File: src/rtl/seven_seg_scan_decoder_pkg.sv
// Shared constants and helpers for the seven-segment scan link.
// The segment patterns must stay in step with the transmit-side driver.
package seven_seg_pkg;

    localparam logic [4:0] SEL_D1    = 5'b01000;
    localparam logic [4:0] SEL_D2    = 5'b00001;
    localparam logic [4:0] SEL_BLANK = 5'b00000;

    localparam logic [7:0] SEG_0 = 8'h3F;
    localparam logic [7:0] SEG_1 = 8'h06;
    localparam logic [7:0] SEG_2 = 8'h5B;
    localparam logic [7:0] SEG_3 = 8'h4F;

    typedef enum logic {WAIT, PULSE} frame_state_t;

    typedef struct packed {
        logic       legal;
        logic [1:0] value;
    } seg_code_t;

    // Exact match including dp; anything else is illegal.
    function automatic seg_code_t seg_decode(input logic [7:0] pattern);
        seg_code_t c;
        c.legal = 1'b1;
        c.value = 2'd0;
        case (pattern)
            SEG_0:   c.value = 2'd0;
            SEG_1:   c.value = 2'd1;
            SEG_2:   c.value = 2'd2;
            SEG_3:   c.value = 2'd3;
            default: c.legal = 1'b0;
        endcase
        return c;
    endfunction

endpackage

File: src/rtl/seven_seg_scan_decoder_digit_filter.sv
// Per-digit glitch filter: decodes the pattern, tracks a candidate value and
// how many consecutive identical samples it has seen, and flags acceptance.
module seg_digit_filter
    import seven_seg_pkg::*;
#(
    parameter int STABLE_CNT = 2
) (
    input  logic       clk,
    input  logic       rst_n,
    input  logic       sample_en_i,
    input  logic [7:0] pattern_i,
    input  logic       flush_i,
    output logic       accept_o,
    output logic [1:0] value_o,
    output logic       illegal_o
);

    localparam logic [3:0] CNT_MAX = 4'(STABLE_CNT);

    logic [1:0] cand_q, cand_d;
    logic [3:0] cnt_q, cnt_d, cnt_smp;
    seg_code_t  code;

    // Acceptance is derived from the sample path only, so the flush (which
    // itself depends on acceptance) never feeds back into accept_o.
    always_comb begin
        code    = seg_decode(pattern_i);
        cand_d  = cand_q;
        cnt_smp = cnt_q;
        if (sample_en_i) begin
            if (!code.legal) begin
                cnt_smp = 4'd0;
            end else if (code.value == cand_q) begin
                cnt_smp = (cnt_q >= CNT_MAX) ? CNT_MAX : cnt_q + 4'd1;
            end else begin
                cand_d  = code.value;
                cnt_smp = 4'd1;
            end
        end
        cnt_d = flush_i ? 4'd0 : cnt_smp;
    end

    assign accept_o  = sample_en_i & code.legal & (cnt_smp == CNT_MAX);
    assign value_o   = cand_d;
    assign illegal_o = sample_en_i & ~code.legal;

    always_ff @(posedge clk or negedge rst_n) begin
        if (!rst_n) begin
            cand_q <= 2'd0;
            cnt_q  <= 4'd0;
        end else begin
            cand_q <= cand_d;
            cnt_q  <= cnt_d;
        end
    end

endmodule

File: src/rtl/seven_seg_scan_decoder.sv
// Receive-side decoder for the two-digit scanned seven-segment bus: filters
// each digit, reports frames, sticky errors and a dead-bus timeout.
module seven_seg_scan_decoder
    import seven_seg_pkg::*;
#(
    parameter int STABLE_CNT = 2,
    parameter int TIMEOUT    = 255
) (
    input  logic       clk,
    input  logic       rst_n,
    input  logic [4:0] seg_sel,
    input  logic [7:0] seg_data,
    input  logic       err_clr,
    output logic [1:0] hp1,
    output logic [1:0] hp2,
    output logic       hp1_valid,
    output logic       hp2_valid,
    output logic       frame_valid,
    output logic       decode_err,
    output logic       sel_err,
    output logic       timeout
);

    localparam logic [15:0] TO_LAST = 16'(TIMEOUT - 1);

    logic [4:0]   sel_q;
    logic [7:0]   data_q;
    logic         is_d1, is_d2, sel_bad;
    logic         acc1, acc2, ill1, ill2, any_acc;
    logic [1:0]   val1, val2;
    logic [15:0]  tcnt_q, tcnt_d;
    logic         timeout_hit;
    logic [1:0]   hp1_q, hp2_q;
    logic         hp1_valid_q, hp2_valid_q, frame_valid_q;
    logic         decode_err_q, sel_err_q, timeout_q;
    logic         seen1_q, seen2_q, seen1_nx, seen2_nx;
    frame_state_t state_q;

    assign is_d1   = (sel_q == SEL_D1);
    assign is_d2   = (sel_q == SEL_D2);
    assign sel_bad = !(is_d1 || is_d2 || (sel_q == SEL_BLANK));

    seg_digit_filter #(.STABLE_CNT(STABLE_CNT)) u_digit1 (
        .clk         (clk),
        .rst_n       (rst_n),
        .sample_en_i (is_d1),
        .pattern_i   (data_q),
        .flush_i     (timeout_hit),
        .accept_o    (acc1),
        .value_o     (val1),
        .illegal_o   (ill1)
    );

    seg_digit_filter #(.STABLE_CNT(STABLE_CNT)) u_digit2 (
        .clk         (clk),
        .rst_n       (rst_n),
        .sample_en_i (is_d2),
        .pattern_i   (data_q),
        .flush_i     (timeout_hit),
        .accept_o    (acc2),
        .value_o     (val2),
        .illegal_o   (ill2)
    );

    assign any_acc     = acc1 | acc2;
    assign timeout_hit = !any_acc && (tcnt_q == TO_LAST);
    assign seen1_nx    = seen1_q | acc1;
    assign seen2_nx    = seen2_q | acc2;

    always_comb begin
        tcnt_d = tcnt_q;
        if (any_acc)
            tcnt_d = 16'd0;
        else if (tcnt_q != 16'hFFFF)
            tcnt_d = tcnt_q + 16'd1;
    end

    always_ff @(posedge clk or negedge rst_n) begin
        if (!rst_n) begin
            sel_q         <= SEL_BLANK;
            data_q        <= 8'd0;
            tcnt_q        <= 16'd0;
            hp1_q         <= 2'd0;
            hp2_q         <= 2'd0;
            hp1_valid_q   <= 1'b0;
            hp2_valid_q   <= 1'b0;
            frame_valid_q <= 1'b0;
            decode_err_q  <= 1'b0;
            sel_err_q     <= 1'b0;
            timeout_q     <= 1'b0;
            seen1_q       <= 1'b0;
            seen2_q       <= 1'b0;
            state_q       <= WAIT;
        end else begin
            sel_q  <= seg_sel;
            data_q <= seg_data;
            tcnt_q <= tcnt_d;

            // A new error in the clear cycle keeps the flag set.
            decode_err_q <= (ill1 | ill2) | (decode_err_q & ~err_clr);
            sel_err_q    <= sel_bad | (sel_err_q & ~err_clr);

            if (any_acc)
                timeout_q <= 1'b0;
            else if (timeout_hit)
                timeout_q <= 1'b1;

            if (acc1) begin
                hp1_q       <= val1;
                hp1_valid_q <= 1'b1;
            end else if (timeout_hit) begin
                hp1_valid_q <= 1'b0;
            end

            if (acc2) begin
                hp2_q       <= val2;
                hp2_valid_q <= 1'b1;
            end else if (timeout_hit) begin
                hp2_valid_q <= 1'b0;
            end

            case (state_q)
                WAIT: begin
                    if (seen1_nx && seen2_nx) begin
                        frame_valid_q <= 1'b1;
                        seen1_q       <= 1'b0;
                        seen2_q       <= 1'b0;
                        state_q       <= PULSE;
                    end else begin
                        frame_valid_q <= 1'b0;
                        seen1_q       <= seen1_nx;
                        seen2_q       <= seen2_nx;
                    end
                end
                PULSE: begin
                    frame_valid_q <= 1'b0;
                    seen1_q       <= seen1_nx;
                    seen2_q       <= seen2_nx;
                    state_q       <= WAIT;
                end
                default: state_q <= WAIT;
            endcase

            if (timeout_hit) begin
                seen1_q <= 1'b0;
                seen2_q <= 1'b0;
            end
        end
    end

    assign hp1         = hp1_q;
    assign hp2         = hp2_q;
    assign hp1_valid   = hp1_valid_q;
    assign hp2_valid   = hp2_valid_q;
    assign frame_valid = frame_valid_q;
    assign decode_err  = decode_err_q;
    assign sel_err     = sel_err_q;
    assign timeout     = timeout_q;

endmodule
File: config.mk
export PLATFORM = sky130hd
export DESIGN_NAME = seven_seg_scan_decoder
export DESIGN_NICKNAME = d
export VERILOG_FILES = /design/src/rtl/seven_seg_scan_decoder_pkg.sv /design/src/rtl/seven_seg_scan_decoder_digit_filter.sv /design/src/rtl/seven_seg_scan_decoder.sv
export SDC_FILE = /design/constraint.sdc
export NUM_CORES = 1
export LEC_CHECK = 0
export ABC_AREA = 0
export BUFFER_PORTS_ARGS = -buffer_cell sky130_fd_sc_hd__buf_4
export CORE_ASPECT_RATIO = 1.2
export CORE_UTILIZATION = 62
export CTS_CLUSTER_DIAMETER = 200
export DETAILED_ROUTE_END_ITERATION = 8
export PLACE_DENSITY = 0.89
export RECOVER_POWER = 100
export SLEW_MARGIN = 20
export SYNTH_ARGS = -nofsm -noshare
export SYNTH_HDL_FRONTEND = slang
export SYNTH_SLANG_ARGS = --single-unit
File: constraint.sdc
create_clock -name clk -period 4.38 [get_ports clk]
set_input_delay 0.876 -clock clk [delete_from_list [all_inputs] [get_ports clk]]
set_output_delay 0.876 -clock clk [all_outputs]
set_load 0.1 [all_outputs]
==> results.py, run 1 <==
metrics = {
    "pwr": {
        "switching_share_pct": 22.32,
        "seq_power_share_pct": 62.8,
        "powerDensity_nw_per_um2": 299.0,
        "p_int_mw": 0.6214,
        "ir_drop_mv": 0.2374,
        "p_sw_mw": 0.1785,
        "pwr-share-comb_pct": 4.1,
        "clockPowerShare_pct": 33.1,
        "leakage_nw": 1.235,
        "totalPowerFinal_mw": 0.7999,
    },
    "route": {
        "drtPass1Iterations": 4,
        "postRouteAntennaNets": 0,
        "wl_per_cell_um": 14.58,
        "totalWireLength_mm": 4.359,
        "drc": 0,
        "drt_iter0_markers": 79,
        "vias_per_cell": 5.656,
        "vias": 1691,
    },
    "synthesis": {
        "synthCells": 219,
        "synth_area_leaders": "dfrtp_1 55%, xor2_1 5.1%, nor2_1 4.0%, mux2_2 3.3%, ha_1 3.1%",
        "ys_types": 44,
        "avgSynthCellArea_um2": 11.04,
        "synth_edf_count": 0,
        "synth.top_cell.area_share_pct": 54.84,
        "syn_nets": 241,
        "ys_ff_latch": 53,
        "synthFlopType": "dfrtp_1",
        "yosysWarnings": 0,
        "synth-async-reset-ratio_pct": 100.0,
        "ys_seq_area_share_pct": 54.84,
        "synth_top_area_cell": "dfrtp_1",
        "synth_area_um2": 2419,
    },
    "timing": {
        "setup_slack_ns": 1.357,
        "setup_viol": 0,
        "drv_slew": 54,
        "fin_setup_tns_ns": 0,
        "period_share_pct": 69.03,
        "finalHoldViolations": 0,
        "clock_skew_ns": 0.007087,
        "hold_ws_ns": 0.4817,
        "rsz0062_at_grt": "false",
        "min_period_ns": 3.023,
        "worst_pin_slew_ns": 2.657,
        "max_freq_mhz": 330.7,
        "max_slew_margin_pct": -77.13,
    },
    "floorplanning": {
        "die_w_um": 59.02,
        "core_area_um2": 3694,
        "rows": 24,
        "initial_utilization_pct": 65.48,
        "io-pin-count": 26,
        "fp.dieH_um": 70.42,
        "dieArea_um2": 4156,
    },
    "worst_setup_path": {
        "worst_ep_required_time_ns": 4.60,
        "worstRegToRegCells": 6,
        "startpoint_type": "flop",
        "critPathCaptureType": "flop",
        "critPathArrivalTime_ns": 3.24,
        "cp_max_fo": 5,
        "worstSetupPathType": "flop to flop",
    },
    "clock_network": {
        "cts_setup_buffers": 0,
        "ctsResizeCount": 0,
        "clockBufferDepth": 2,
        "cts_tree": "yes",
        "cts_max_level": 2,
        "cts_buffers": 5,
        "clkSinkCount": 53,
        "path_clk_slew_ns": 0.09,
        "root_buffer": "clkbuf_8",
        "ctsHoldBuffers": 0,
        "clock_latency_ns": 0.30,
    },
    "global_route": {
        "grt_overflow": 0,
        "gr-usage-all-layers_pct": 24.66,
        "grt_pass1_vias": 1731,
        "grt_max_degree": 54,
        "antenna_found_initial": 0,
        "grt_pass1_wl_mm": 7.741,
    },
    "hold_path": {
        "hold_depth": 2,
        "hp-class": "flop to flop",
    },
    "final_layout": {
        "diodes": 0,
        "final_nets": 268,
        "drive_gt1_share_pct": 11.34,
        "post-route-util_pct": 72.43,
        "area_growth_pct": 10.61,
    },
    "outcome": {
        "status": "finished with violations",
        "violations": "capacitance limit, slew limit",
    },
    "placement": {
        "finalWeightedCongestion": 0.8491,
        "port_buffers": 25,
        "dpl_worst_slack_ns": 1.420,
        "dp_hpwl_mm": 3.191,
    },
    "flow_run": {
        "drv_cap": 1,
    },
}
-- logic make-up after synthesis --
group,after synthesis,share of synthesized area (%)
AOI/OAI and AO/OA,25,7.191
xor gates and xnor gates,18,6.518
adders and majority gates,6,3.104
buffers and inverters,10,2.018
DFF,53,54.84
muxes,9,4.294
and+or+nand+nor,98,22.04
-- layout make-up --
cell class                      instances  area [µm²]
Tap cell                               52       65.06
Fill cell                             297        1018
Timing Repair Buffer                   25       146.4
Multi-Input combinational cell        156        1035
Clock buffer                            7       76.32
Inverter                                5       18.77
Sequential cell                        53        1326
Clock inverter                          1       7.507
-- placed cells by master (no fill, tap or decap), drive strengths merged, types with 3 or more instances in the layout --
master,instances
nand3,7
ha,6
nor3,7
a21oi,5
o21ai,7
nor4,4
inv,5
xnor2,4
and2,3
xor2,14
and4,4
mux2,8
clkbuf,31
or3,3
nor2,26
and3,5
dfrtp,53
nand4,11
nand2,17
nand3b,3
-- synth_stat cells, types with 5 or more instances --
| cell type | count |
|---|---|
| a21oi_1 | 5 |
| and3_1 | 5 |
| dfrtp_1 | 53 |
| ha_1 | 6 |
| inv_1 | 5 |
| mux2_2 | 7 |
| nand2_1 | 17 |
| nand3_1 | 7 |
| nand4_1 | 11 |
| nor2_1 | 26 |
| nor3_1 | 5 |
| o21ai_0 | 7 |
| xor2_1 | 14 |
-- state kept, by name, indices dropped and copies added, names as in the netlist, 2 cells and up --
signal / count
tcnt_q: 16
data_q: 8
sel_q: 5
u_digit1.cnt_q: 4
u_digit2.cnt_q: 4
hp1: 2
hp2: 2
u_digit1.cand_q: 2
u_digit2.cand_q: 2
-- worst max-delay path: stages (launching register included) --
cell       delay (ns)
dfrtp_1          0.43
or3_1            0.40
a2111oi_2        0.59
xor2_1           0.23
o41ai_1          0.90
o21ai_0          0.19
a22oi_1          0.21
-- per-layer routing --
layer	up-vias	routed length [µm]	global-route usage, %
met5	-	0	0
met4	0	69	8.466
met3	8	81	5.370
met2	19	2310	42.05
met1	826	1898	30.31
li1	838	-	-
-- worst paths after layout --
kind | start | to | slack [ns]
setup / recovery | data_q[3] | u_digit1.cnt_q[1] | 1.36
hold / removal | hp1_valid | hp1_valid | 0.48
setup reg to reg | data_q[3] | u_digit1.cnt_q[1] | 1.36
hold reg to reg | hp1_valid | hp1_valid | 0.48
max in group asynchronous | rst_n | tcnt_q[13] | 1.48
min in group asynchronous | rst_n | sel_q[2] | 1.40
-- power groups by stage --
| stage | logic (mW) | registers [mW] | clock network [mW] |
|---|---|---|---|
| floorplan | 0.00750 | 0.517 | 0 |
| global placement | 0.0353 | 0.511 | 0 |
| detailed placement | 0.0360 | 0.512 | 0 |
| CTS | 0.0361 | 0.502 | 0.270 |
| global route | 0.0375 | 0.503 | 0.291 |
| finish | 0.0331 | 0.502 | 0.265 |
-- per-stage QoR --
step | area, µm² | cells
2_1_floorplan | 2419 | 219
3_3_place_gp | 2641 | 291
3_5_place_dp | 2641 | 291
4_1_cts | 2725 | 299
5_1_grt | 2675 | 299
6_report | 2675 | 299
Note: power is estimated with default switching activity, not from simulation.
==> run 2: changes to the inputs <==
--- a/config.mk
+++ b/config.mk
@@ -8,10 +8,10 @@
 export ABC_AREA = 0
 export BUFFER_PORTS_ARGS = -buffer_cell sky130_fd_sc_hd__buf_4
 export CORE_ASPECT_RATIO = 1.2
-export CORE_UTILIZATION = 62
+export CORE_UTILIZATION = 52
 export CTS_CLUSTER_DIAMETER = 200
 export DETAILED_ROUTE_END_ITERATION = 8
-export PLACE_DENSITY = 0.89
+export PLACE_DENSITY = 0.8
 export RECOVER_POWER = 100
 export SLEW_MARGIN = 20
 export SYNTH_ARGS = -nofsm -noshare
==> constraint.sdc (replaced) <==
create_clock -name clk -period 2.5 [get_ports clk]
set_input_delay 0.5 -clock clk [delete_from_list [all_inputs] [get_ports clk]]
set_output_delay 0.5 -clock clk [all_outputs]
set_load 0.1 [all_outputs]
==> run 2 against run 1 <==
Against the previous run: die area up 19%; clock skew up 0.0044 ns; first-iteration DRC count is 14% higher; via count up 4.9%; sequential share of layout area down 4.4 points; largest power group unchanged; critical path type unchanged; wire length grew 5.1%; highest routed layer unchanged; the flow finishes with violations (setup timing).
==> results.py, run 2 (synthesized netlist as in run 1, its figures left out) <==
metrics = {
    "hold_path": {
        "worstHoldStart": "seg_data[5]",
        "hp-class": "primary input to flop",
    },
    "route": {
        "vias": 1774,
        "postRouteAntennaNets": 0,
        "drt_iter0_markers": 90,
        "vias_per_cell": 5.526,
        "drtPass1Iterations": 4,
        "wl_per_cell_um": 14.27,
        "totalWireLength_mm": 4.582,
        "drc": 0,
    },
    "worst_setup_path": {
        "crit_slowest_cell": "or4_1",
        "cp_cell_sequence": "or4_1 > a211o_1 > mux2_4 > or4_4 > and3_4 > nor3_4",
        "worstRegToRegCells": 6,
        "regToRegEndpoint": "seen2_q",
        "regToRegStartpoint": "data_q[3]",
        "reg2reg_setup_slack_ns": -0.002,
        "cp-endpoint": "seen2_q",
        "startpoint_type": "flop",
        "critPathArrivalTime_ns": 2.74,
        "max_stage_delay_ns": 0.54,
        "cp_max_fo": 7,
        "path_depth": 6,
        "worstPathBufferInverterCount": 0,
        "crit_path_start": "data_q[3]",
        "worstSetupPathType": "flop to flop",
        "critPathCaptureType": "flop",
        "worst_ep_required_time_ns": 2.74,
        "path_delay_family": "simple AND/OR/NAND/NOR gates",
    },
    "pwr": {
        "clockPowerShare_pct": 37.5,
        "pwr-share-comb_pct": 4.8,
        "totalPowerFinal_mw": 1.522,
        "switching_share_pct": 21.23,
        "p_sw_mw": 0.3232,
        "powerDensity_nw_per_um2": 519.0,
        "seq_power_share_pct": 57.6,
        "leakage_nw": 1.348,
        "ir_drop_mv": 0.4207,
        "p_int_mw": 1.199,
    },
    "final_layout": {
        "n_fill_cell": 349,
        "final_area_um2": 2933,
        "finalNonFillerCells": 321,
        "diodes": 0,
        "seq_area_um2": 1326,
        "final_cell_mix": "53 x dfrtp_1, 25 x nor2_1, 18 x buf_4",
        "area_growth_pct": 21.26,
        "final_nets": 286,
        "final_common_cell": "dfrtp_1",
        "reg_top3": "tcnt_q (16), data_q (8), sel_q (5)",
        "largest-register": "tcnt_q",
        "multiInputGateArea_um2": 1111,
        "largest_reg_flops": 16,
        "drive_gt1_share_pct": 22.64,
    },
    "global_route": {
        "gr-usage-all-layers_pct": 21.16,
        "grt_pass1_vias": 1913,
        "grt_overflow": 0,
        "grt_max_degree": 54,
        "antenna_found_initial": 0,
        "grt_pass1_wl_mm": 8.024,
    },
    "clock_network": {
        "path_clk_slew_ns": 0.10,
        "cts_tree": "yes",
        "clock_latency_ns": 0.31,
        "ctsHoldBuffers": 0,
        "clockBufferDepth": 2,
        "root_buffer": "clkbuf_8",
        "cts_max_level": 2,
        "cts_buffers": 5,
        "clkSinkCount": 53,
    },
    "floorplanning": {
        "die_w_um": 64.26,
        "io-pin-count": 26,
        "dieArea_um2": 4929,
        "core_area_um2": 4359,
        "initial_utilization_pct": 55.48,
        "rows": 26,
        "fp.dieH_um": 76.71,
    },
    "timing": {
        "worst_pin_slew_ns": 1.245,
        "max_freq_mhz": 399.6,
        "drv_slew": 0,
        "period_share_pct": 100.1,
        "finalHoldViolations": 0,
        "setup_slack_ns": -0.002451,
        "rsz0062_at_grt": "true",
        "setup_viol": 2,
        "max_slew_margin_pct": 16.98,
        "clock_skew_ns": 0.01152,
        "min_period_ns": 2.502,
    },
    "placement": {
        "placed_area_um2": 2795,
        "port_buffers": 25,
        "dpl_worst_slack_ns": -0.04037,
        "finalWeightedCongestion": 0.8158,
        "dp_hpwl_mm": 3.338,
        "placed_cells": 310,
    },
    "outcome": {
        "violations": "setup timing",
        "status": "finished with violations",
    },
    "flow_run": {
        "drv_cap": 0,
    },
}
-- run 2: changes by cell type in the layout (fill, tap and decap cells not counted), moves of 2 or more --
cell / delta
clkbuf_1: -2
mux2_2: +2
mux2_1: -2
buf_4: +17
-- run 2: worst min path at each step --
stage	to	cells past startpoint	slack [ns]
2_1_floorplan	data_q[0]	0	0.20
3_3_place_gp	sel_err	2	0.46
3_5_place_dp	sel_err	2	0.48
4_1_cts	data_q[7]	1	0.23
5_1_grt	data_q[5]	1	0.30
6_report	data_q[5]	1	0.31
-- run 2: repair_timing --
action,in CTS,in global routing
setup buffers,1,2
endpoints found under the setup margin,6,23
gates cloned,0,0
pin swaps,1,4
resized for setup,2,7
-- run 2: layer usage --
layer,track usage [%],part of all wire (%),up-vias
met5,0,0,-
met4,7.556,2.1,0
met3,5.208,2.1,8
met2,40.11,55,18
met1,21.85,41,876
li1,-,-,872
-- run 2: stage by stage --
stage / hold WS (ns) / util [%] / setup TNS, ns
2_1_floorplan: 0.2044 / - / 0
3_3_place_gp: 0.4607 / 64.12 / 0
3_5_place_dp: 0.4786 / 64.12 / -0.08044
4_1_cts: 0.2330 / 67.22 / 0
5_1_grt: 0.2960 / 67.28 / -1.228
6_report: 0.3104 / 67.28 / -0.004668
-- run 2: final cells by class --
| class | instances | share of cell area, % |
|---|---|---|
| multi-input combinational | 156 | 37.88 |
| inverter | 5 | 0.6399 |
| clock buffer | 6 | 2.474 |
| clock inverter | 2 | 1.323 |
| timing repair buffer | 43 | 10.07 |
| tap | 56 | 2.389 |
| sequential | 53 | 45.22 |
-- run 2: power by group through the flow --
stage	logic (mW)	clock network (mW)	registers, mW
3_3_place_gp	0.0722	0	0.894
6_report	0.0737	0.571	0.877
4_1_cts	0.0767	0.589	0.877
3_5_place_dp	0.0747	0	0.895
2_1_floorplan	0.0141	0	0.906
5_1_grt	0.0819	0.618	0.879
==> run 3: changes to the inputs <==
--- a/config.mk
+++ b/config.mk
@@ -12,7 +12,6 @@
 export CTS_CLUSTER_DIAMETER = 200
 export DETAILED_ROUTE_END_ITERATION = 8
 export PLACE_DENSITY = 0.8
-export RECOVER_POWER = 100
 export SLEW_MARGIN = 20
 export SYNTH_ARGS = -nofsm -noshare
 export SYNTH_HDL_FRONTEND = slang
==> constraint.sdc (replaced) <==
create_clock -name clk -period 2.5 [get_ports clk]
set_input_delay 0 -clock clk [delete_from_list [all_inputs] [get_ports clk]]
set_output_delay 0 -clock clk [all_outputs]
set_load 0.1 [all_outputs]
==> run 3 against run 2 <==
Against the previous run: the run still ends with setup timing left; wire length is 14% higher; via count is 4.5% higher; die area stayed put; flip-flop and latch count stayed put; largest power group unchanged.
==> results.py, run 3 (synthesized netlist as in run 1, its figures left out) <==
metrics = {
    "outcome": {
        "status": "finished with violations",
        "violations": "setup timing",
    },
    "timing": {
        "finalHoldViolations": 0,
        "setup_slack_ns": -0.02145,
        "fin_setup_tns_ns": -0.04712,
        "rsz0062_at_grt": "true",
        "drv_slew": 0,
        "worst_pin_slew_ns": 0.6453,
        "clock_skew_ns": 0.01065,
        "max_freq_mhz": 396.6,
        "max_slew_margin_pct": 56.98,
        "period_share_pct": 100.9,
        "min_period_ns": 2.521,
        "setup_viol": 3,
    },
    "route": {
        "drt_iter0_markers": 98,
        "drc": 0,
        "vias_per_cell": 5.515,
        "wl_per_cell_um": 15.59,
        "vias": 1853,
        "totalWireLength_mm": 5.237,
        "postRouteAntennaNets": 0,
        "drtPass1Iterations": 4,
    },
    "final_layout": {
        "reg_top3": "tcnt_q (16), data_q (8), sel_q (5)",
        "final_area_um2": 3138,
        "seq_area_um2": 1326,
        "largest_reg_flops": 16,
        "area_growth_pct": 29.75,
        "largest-register": "tcnt_q",
        "drive_gt1_share_pct": 25.71,
        "finalNonFillerCells": 336,
        "final_nets": 301,
        "final_cell_mix": "53 x dfrtp_1, 42 x buf_4, 24 x nor2_1",
        "multiInputGateArea_um2": 1126,
        "final_common_cell": "dfrtp_1",
        "n_fill_cell": 310,
        "diodes": 0,
    },
    "placement": {
        "placed_cells": 310,
        "dpl_worst_slack_ns": -0.04037,
        "port_buffers": 25,
        "dp_hpwl_mm": 3.338,
        "finalWeightedCongestion": 0.8158,
        "placed_area_um2": 2795,
    },
    "floorplanning": {
        "dieArea_um2": 4929,
        "rows": 26,
        "initial_utilization_pct": 55.48,
        "die_w_um": 64.26,
        "io-pin-count": 26,
        "fp.dieH_um": 76.71,
        "core_area_um2": 4359,
    },
    "global_route": {
        "grt_max_degree": 54,
        "antenna_found_initial": 0,
        "gr-usage-all-layers_pct": 23.10,
        "grt_pass1_vias": 2008,
        "grt_overflow": 0,
        "grt_pass1_wl_mm": 8.749,
    },
    "pwr": {
        "totalPowerFinal_mw": 1.548,
        "powerDensity_nw_per_um2": 493.4,
        "ir_drop_mv": 0.4416,
        "leakage_nw": 1.461,
    },
    "clock_network": {
        "cts_tree": "yes",
        "cts_buffers": 5,
        "clockBufferDepth": 2,
        "clock_latency_ns": 0.31,
        "path_clk_slew_ns": 0.09,
        "cts_max_level": 2,
        "root_buffer": "clkbuf_8",
        "clkSinkCount": 53,
    },
    "worst_setup_path": {
        "cp_cell_sequence": "buf_4 > or4_4 > a211o_1 > buf_4 > and2_4 > nor2_2 > mux2_2 > mux2_4",
        "worst_ep_required_time_ns": 2.70,
        "startpoint_type": "flop",
        "max_stage_delay_ns": 0.41,
        "worstSetupPathType": "flop to flop",
        "path_common_cell": "buf_4",
        "crit_slowest_cell": "or4_4",
        "critPathCaptureType": "flop",
        "cp_max_fo": 5,
        "critPathArrivalTime_ns": 2.72,
    },
    "hold_path": {
        "hp-class": "primary input to async pin",
    },
    "flow_run": {
        "drv_cap": 0,
    },
}
## run 3: final cells by class
class	count	area share (%)
Clock buffer	6	2.313
Clock inverter	2	1.236
Inverter	5	0.5981
Multi-Input combinational cell	156	35.89
Sequential cell	53	42.26
Tap cell	56	2.233
Timing Repair Buffer	58	15.47
## run 3: metrics by stage
step	hold WS, ns	util [%]
final	0.2408	71.99
after global routing	0.3143	71.99
after CTS	0.2782	70.67
after detailed placement	0.07382	64.12
after global placement	0.06812	64.12
after floorplan	-0.2956	-
## run 3: final timing paths
path                             startpoint         to  slack (ns)  depth (start not counted)
min in group clk                seg_data[2]  data_q[2]        0.33                          2
worst max register to register    data_q[0]     hp2[0]       -0.02                          8
max in group asynchronous             rst_n  tcnt_q[8]        1.81                          2
worst max-delay path              data_q[0]     hp2[0]       -0.02                          8
worst min-delay path                  rst_n  data_q[7]        0.24                          2
worst min register to register     sel_q[1]    sel_err        0.48                          2
## run 3: repair_timing
action | 4_1_cts | 5_1_grt
gates resized for setup | 2 | 11
gates cloned | 0 | 0
hold endpoints to repair | 68 | 0
pin swaps | 1 | 5
setup buffers | 1 | 2
hold buffers | 15 | 0
endpoints found under the setup margin | 6 | 25
## run 3: per-layer routing
layer / wire (µm) / GRT usage (%)
met4: 131 / 9.111
met2: 2892 / 43.58
met5: 0 / 0
met3: 94 / 5.060
met1: 2118 / 24.08
## run 3: worst max-delay path: cells and delay by family (launching register included)
kind | cells | cell delay, ns
mux | 2 | 0.64
simple gates | 3 | 0.74
buf+inv | 2 | 0.32
compound gates | 1 | 0.30
flops | 1 | 0.40
## run 3: where the power goes
part,internal (mW),switching (mW)
combinational,0.0463,0.0506
sequential,0.870,0.00865
clock,0.301,0.272
